[src/rtl/ac_ctrl_seq_if.sv]
// Control bus between the accumulator-machine sequencer and its datapath/stimulus.
// Slave modport is the sequencer side; master modport drives instruction and flag inputs.
interface ac_ctrl_seq_if;
  logic        start;
  logic [15:0] IR;
  logic [15:0] AC;
  logic        E;
  logic [15:0] DR;
  logic [9:0]  acCtl;
  logic        arLD;
  logic [1:0]  arSRC;
  logic        irLD;
  logic        pcINR;
  logic        pcLD;
  logic        drLD;
  logic        drINR;
  logic        memRD;
  logic        memWR;
  logic [1:0]  memSRC;
  logic        halted;
  logic [2:0]  sc;

  modport master (
    output start, IR, AC, E, DR,
    input  acCtl, arLD, arSRC, irLD, pcINR, pcLD, drLD, drINR,
           memRD, memWR, memSRC, halted, sc
  );

  modport slave (
    input  start, IR, AC, E, DR,
    output acCtl, arLD, arSRC, irLD, pcINR, pcLD, drLD, drINR,
           memRD, memWR, memSRC, halted, sc
  );
endinterface

[src/rtl/ac_ctrl_seq.sv]
// Instruction sequencer for a 16-bit accumulator machine: fetch, decode, execute over T0..T6.
// Define ACSEQ_INDIRECT_EN to enable indirect addressing for memory-reference instructions.
module ac_ctrl_seq (
    input logic         CLK,
    input logic         RST_N,
    ac_ctrl_seq_if.slave bus
);

    typedef enum logic [3:0] {
        S_IDLE, S_T0, S_T1, S_T2, S_T3, S_T4, S_T5, S_T6, S_HALT
    } state_t;

    state_t      r_state;
    state_t      w_next;
    logic        w_i;
    logic [2:0]  w_d;
    logic [11:0] w_b;
    logic [9:0]  w_acCtl;
    logic        w_arLD;
    logic [1:0]  w_arSRC;
    logic        w_irLD;
    logic        w_pcINR;
    logic        w_pcLD;
    logic        w_drLD;
    logic        w_drINR;
    logic        w_memRD;
    logic        w_memWR;
    logic [1:0]  w_memSRC;
    logic        w_halted;
    logic [2:0]  w_sc;

    assign w_i = bus.IR[15];
    assign w_d = bus.IR[14:12];
    assign w_b = bus.IR[11:0];

    always_ff @(posedge CLK or negedge RST_N) begin
        if (!RST_N) r_state <= S_IDLE;
        else        r_state <= w_next;
    end

    always_comb begin
        w_next   = r_state;
        w_acCtl  = '0;
        w_arLD   = 1'b0;
        w_arSRC  = 2'd0;
        w_irLD   = 1'b0;
        w_pcINR  = 1'b0;
        w_pcLD   = 1'b0;
        w_drLD   = 1'b0;
        w_drINR  = 1'b0;
        w_memRD  = 1'b0;
        w_memWR  = 1'b0;
        w_memSRC = 2'd0;
        w_halted = 1'b0;
        w_sc     = 3'd0;
        case (r_state)
            S_IDLE: begin
                if (bus.start) w_next = S_T0;
            end
            S_HALT: begin
                w_halted = 1'b1;
                if (bus.start) w_next = S_T0;
            end
            S_T0: begin
                w_sc    = 3'd0;
                w_arLD  = 1'b1;
                w_arSRC = 2'd0;
                w_next  = S_T1;
            end
            S_T1: begin
                w_sc    = 3'd1;
                w_memRD = 1'b1;
                w_irLD  = 1'b1;
                w_pcINR = 1'b1;
                w_next  = S_T2;
            end
            S_T2: begin
                w_sc    = 3'd2;
                w_arLD  = 1'b1;
                w_arSRC = 2'd1;
                w_next  = S_T3;
            end
            S_T3: begin
                w_sc = 3'd3;
                if (w_d == 3'd7) begin
                    w_next = S_T0;
                    if (!w_i) begin
                        // Register-reference: every set micro-op bit fires in the same step
                        w_acCtl[9] = w_b[11];
                        w_acCtl[4] = w_b[10];
                        w_acCtl[3] = w_b[9];
                        w_acCtl[2] = w_b[8];
                        w_acCtl[1] = w_b[7];
                        w_acCtl[0] = w_b[6];
                        w_acCtl[7] = w_b[5];
                        w_pcINR    = (w_b[4] & ~bus.AC[15]) | (w_b[3] & bus.AC[15]) |
                                     (w_b[2] & (bus.AC == 16'h0000)) | (w_b[1] & ~bus.E);
                        if (w_b[0]) w_next = S_HALT;
                    end
                end else begin
`ifdef ACSEQ_INDIRECT_EN
                    if (w_i) begin
                        w_memRD = 1'b1;
                        w_arLD  = 1'b1;
                        w_arSRC = 2'd2;
                    end
`endif
                    w_next = S_T4;
                end
            end
            S_T4: begin
                w_sc   = 3'd4;
                w_next = S_T0;
                case (w_d)
                    3'd0, 3'd1, 3'd2, 3'd6: begin
                        w_memRD = 1'b1;
                        w_drLD  = 1'b1;
                        w_next  = S_T5;
                    end
                    3'd3: begin
                        w_memWR  = 1'b1;
                        w_memSRC = 2'd0;
                    end
                    3'd4: w_pcLD = 1'b1;
                    3'd5: begin
                        w_memWR  = 1'b1;
                        w_memSRC = 2'd1;
                        w_arLD   = 1'b1;
                        w_arSRC  = 2'd3;
                        w_next   = S_T5;
                    end
                    default: w_next = S_T0;
                endcase
            end
            S_T5: begin
                w_sc   = 3'd5;
                w_next = S_T0;
                case (w_d)
                    3'd0: w_acCtl[6] = 1'b1;
                    3'd1: w_acCtl[5] = 1'b1;
                    3'd2: w_acCtl[8] = 1'b1;
                    3'd5: w_pcLD     = 1'b1;
                    3'd6: begin
                        w_drINR = 1'b1;
                        w_next  = S_T6;
                    end
                    default: w_next = S_T0;
                endcase
            end
            S_T6: begin
                // DR already holds the incremented value here
                w_sc     = 3'd6;
                w_memWR  = 1'b1;
                w_memSRC = 2'd2;
                w_pcINR  = (bus.DR == 16'h0000);
                w_next   = S_T0;
            end
            default: w_next = S_IDLE;
        endcase
    end

    assign bus.acCtl  = w_acCtl;
    assign bus.arLD   = w_arLD;
    assign bus.arSRC  = w_arSRC;
    assign bus.irLD   = w_irLD;
    assign bus.pcINR  = w_pcINR;
    assign bus.pcLD   = w_pcLD;
    assign bus.drLD   = w_drLD;
    assign bus.drINR  = w_drINR;
    assign bus.memRD  = w_memRD;
    assign bus.memWR  = w_memWR;
    assign bus.memSRC = w_memSRC;
    assign bus.halted = w_halted;
    assign bus.sc     = w_sc;

endmodule

[src/flat_wrapper.sv]
// flat-port wrapper written by rule: the top's interface ports become plain ports
module ac_ctrl_seq_flat 
  (CLK, RST_N, bus_start, bus_IR, bus_AC, bus_E, bus_DR, bus_acCtl, bus_arLD, bus_arSRC, bus_irLD, bus_pcINR, bus_pcLD, bus_drLD, bus_drINR, bus_memRD, bus_memWR, bus_memSRC, bus_halted, bus_sc);
  ac_ctrl_seq_if bus_i ();
  input logic CLK;
  input logic RST_N;
  input wire logic [$bits(bus_i.start)-1:0] bus_start;
  input wire logic [$bits(bus_i.IR)-1:0] bus_IR;
  input wire logic [$bits(bus_i.AC)-1:0] bus_AC;
  input wire logic [$bits(bus_i.E)-1:0] bus_E;
  input wire logic [$bits(bus_i.DR)-1:0] bus_DR;
  output wire logic [$bits(bus_i.acCtl)-1:0] bus_acCtl;
  output wire logic [$bits(bus_i.arLD)-1:0] bus_arLD;
  output wire logic [$bits(bus_i.arSRC)-1:0] bus_arSRC;
  output wire logic [$bits(bus_i.irLD)-1:0] bus_irLD;
  output wire logic [$bits(bus_i.pcINR)-1:0] bus_pcINR;
  output wire logic [$bits(bus_i.pcLD)-1:0] bus_pcLD;
  output wire logic [$bits(bus_i.drLD)-1:0] bus_drLD;
  output wire logic [$bits(bus_i.drINR)-1:0] bus_drINR;
  output wire logic [$bits(bus_i.memRD)-1:0] bus_memRD;
  output wire logic [$bits(bus_i.memWR)-1:0] bus_memWR;
  output wire logic [$bits(bus_i.memSRC)-1:0] bus_memSRC;
  output wire logic [$bits(bus_i.halted)-1:0] bus_halted;
  output wire logic [$bits(bus_i.sc)-1:0] bus_sc;
  assign bus_i.start = bus_start;
  assign bus_i.IR = bus_IR;
  assign bus_i.AC = bus_AC;
  assign bus_i.E = bus_E;
  assign bus_i.DR = bus_DR;
  assign bus_acCtl = bus_i.acCtl;
  assign bus_arLD = bus_i.arLD;
  assign bus_arSRC = bus_i.arSRC;
  assign bus_irLD = bus_i.irLD;
  assign bus_pcINR = bus_i.pcINR;
  assign bus_pcLD = bus_i.pcLD;
  assign bus_drLD = bus_i.drLD;
  assign bus_drINR = bus_i.drINR;
  assign bus_memRD = bus_i.memRD;
  assign bus_memWR = bus_i.memWR;
  assign bus_memSRC = bus_i.memSRC;
  assign bus_halted = bus_i.halted;
  assign bus_sc = bus_i.sc;
  ac_ctrl_seq u_core (.CLK(CLK), .RST_N(RST_N), .bus(bus_i));
endmodule
[config.mk]
export PLATFORM = sky130hd
export DESIGN_NAME = ac_ctrl_seq_flat
export DESIGN_NICKNAME = d
export VERILOG_FILES = /design/src/rtl/ac_ctrl_seq_if.sv /design/src/rtl/ac_ctrl_seq.sv /design/src/flat_wrapper.sv
export SDC_FILE = /design/constraint.sdc
export NUM_CORES = 1
export LEC_CHECK = 0
export CAP_MARGIN = 15
export CORE_AREA = 5 5 42 44
export CTS_CLUSTER_SIZE = 16
export DETAILED_ROUTE_END_ITERATION = 7
export DIE_AREA = 0 0 47 49
export DONT_BUFFER_PORTS = 1
export PLACE_DENSITY = 0.74
export SLEW_MARGIN = 40
export SYNTH_ARGS = -nofsm -noshare
export SYNTH_HDL_FRONTEND = slang
export SYNTH_SLANG_ARGS = --single-unit
[constraint.sdc]
create_clock -name CLK -period 1.8 [get_ports CLK]
set_input_delay 0.27 -clock CLK [delete_from_list [all_inputs] [get_ports CLK]]
set_output_delay 0.27 -clock CLK [all_outputs]
set_load 0.02 [all_outputs]
==> flow_summary.toml <==
[clock_network]
cts.clk_slew.worst_paths_ps = 40
clock-sinks = 4
h-tree-depth = 1
cts_tree = "yes"
cts_inserted_buffers = 3
clockBufferDepth = 2
clock_latency_ps = 240
clk_root_buffer_cell = "clkbuf_4"

[worst_setup_path]
crit_required_ps = 1530
start_kind = "register"
cp-end-kind = "output port"
critPathMaxFanout = 5
worstPathArrival_ps = 1500
worstSetupPathType = "register to output port"

[sta]
setup_viol = 0
slew_headroom = 0.740
min_period_ps = 1770
tightest_slew_ps = 389
fin_skew_ps = 4.41
period_share = 0.983
finalHoldViolCount = 0
maxSlewViolCount = 0
setup_tns_ps = 0
fmax_ghz = 0.565

[power_and_ir_drop]
p_seq_frac = 0.169
fin_total_pwr_uw = 1140
internal_power_uw = 569
p_comb_frac = 0.729
p_per_area_nw_per_um2 = 1280
p_leak_uw = 0.000384
peakVddDrop_mv = 0.865
power.share.clock = 0.102
switching_share = 0.502
p_sw_uw = 573

[die]
die_area_um2 = 2300
io_pins = 78
fp.dieH_um = 49
dieWidth_um = 47
core_um2 = 1400
num_rows = 14
initial_core_util = 0.507

[drt]
dr_wl_met3_um = 213
vias = 818
dr.pass1.iters = 4
ant_nets = 0
top_layer_used = "met4"
dr_wl_met2_mm = 1.24
wl_per_cell_um = 18.1
drt_drc_violations_left = 0
avgViaCountPerCell = 6.34
drt_iter0_drc = 6
wl_mm = 2.33
wl_met1_um = 836

[logic_synthesis]
synth_top_family_by_area = "simple AND/OR/NAND/NOR gates"
synth_compound_area_frac = 0.178
synth_xor_area_frac = 0.0123
synth_edf_count = 0
synth_mux_area_frac = 0.0158
netlist_instances = 97
yosysWarnings = 0
ys_seq_area_frac = 0.141
synthDistinctLibCells = 39
synth-adder-area-share = 0
yosys_most_used_dff = "dfrtp_1"
netlist.area_leader.share = 0.141
synth_top_area_cell = "dfrtp_1"
syn-cell-area_um2 = 711
synth_area_leaders = "dfrtp_1 14%, and2_1 7.0%, nor2_1 5.3%, nor4_1 5.3%, a21oi_1 4.2%"
synth_fp_nets = 149
syn_avg_cell_area_um2 = 7.33
synthSimpleGateAreaFrac = 0.555
ys_ff_latch = 4
synthArstFlopShare = 1.00

[final_layout]
n_fill_cell = 126
antenna_cells = 0
drive_gt1_frac = 0.416
top_regs = "u_core.r_state x4"
regArea_um2 = 103
largest-register = "u_core.r_state"
area_delta_synth_final_pct = 26.1
stdcell_count = 129
largest_register_ffs = 4
finish.utilization = 0.639
fin_nets = 167
multiInputGateArea_um2 = 583

[grt]
antenna_found_initial = 0
overflow = 0
grt_max_degree = 13
grt_pass1_wl_mm = 3.34
grt_use_total = 0.191
grt_pass1_vias = 789

[flow_run]
maxCapViolations = 0

[placement]
hpwl_mm = 1.83
place_inst = 121
portBuffers = 0
gp_congestion = 0.799

[status]
status = "finished clean"

[hold_path]
min_path_type = "primary input to register"
==> cells in the mapped netlist, types with 2 or more instances <==
library cell / n
o22ai_1: 2
dfrtp_1: 4
inv_1: 3
nand2b_1: 3
buf_4: 3
a21oi_1: 6
and3_1: 2
nor2b_1: 3
buf_2: 2
nor4b_2: 2
nor2_1: 10
nor3_1: 4
and2_1: 8
nor4_1: 6
o21ai_1: 2
nand2_1: 7
nand2b_4: 2
a211o_1: 2
or3_1: 2
nand4_1: 2
buf_6: 2
a221oi_1: 2
nor3_2: 2
==> layout by cell type (no fill, tap or decap), types with 3 or more instances in the layout <==
cell      count
inv_1         3
a21oi_1       6
buf_4        16
nand2_1       7
clkbuf_4      3
nor2_1       10
nor4_1        6
nor3_2        3
nor2b_1       3
and2_2        7
nor3_1        3
==> layout make-up <==
type,instances,share of cell area
clock buffers,3,0.0251
repair buffers,19,0.170
multi-input cells,83,0.651
well taps,16,0.0223
inverters,4,0.0168
flip-flops and latches,4,0.115
==> kinds of logic after synthesis <==
group | Yosys count
DFF | 4
AOI/OAI and AO/OA | 19
buffers and inverters | 11
and+or+nand+nor | 61
muxes | 1
xor gates and xnor gates | 1
==> per-stage QoR <==
step	hold slack (ps)	area, um^2	setup slack (ps)
after detailed placement	-25.4	788	188
after floorplan	-25.6	711	19.9
after global routing	151	896	-26.7
final	157	896	31.4
after global placement	-25.5	788	237
after CTS	154	832	7.82
==> worst max-delay path, cell delays in order (launching register included) <==
cell and delay, ps:
dfrtp_2 450, buf_4 150, and3b_1 180, nand2_1 80, nor2_1 60, a211o_4 340
==> worst paths after layout <==
check                             startpoint                end  slack, ps  depth (start not counted)
min in group asynchronous              RST_N  u_core.r_state[2]        290                          1
max in group asynchronous              RST_N  u_core.r_state[0]       1320                          1
min reg2reg                u_core.r_state[3]  u_core.r_state[2]        680                          2
max                        u_core.r_state[0]          bus_pcINR         30                          5
min                                bus_IR[0]  u_core.r_state[3]        160                          1
max reg2reg                u_core.r_state[1]  u_core.r_state[0]        510                          5
==> power by group through the flow <==
stage / registers, uW / logic, uW / clock network, uW
after detailed placement: 194 / 715 / 0
after global routing: 196 / 900 / 130
final: 193 / 833 / 116
after CTS: 197 / 721 / 120
after floorplan: 164 / 572 / 0
after global placement: 186 / 701 / 0
==> metal layers <==
| layer | vias up | track usage |
|---|---|---|
| met2 | 41 | 0.326 |
| met1 | 383 | 0.208 |
| met5 | - | 0 |
| met4 | 0 | 0.0876 |
| li1 | 391 | - |
| met3 | 3 | 0.0517 |
==> what timing repair did <==
item / in CTS / in global routing
cloned: 0 / 1
hold endpoints to repair: 4 / 0
buffers inserted: 0 / 3
setup endpoints to repair: 10 / 12
gates resized for setup: 9 / 9
hold buffers: 1 / 0
No activity file was read; power rests on OpenSTA's default activity.
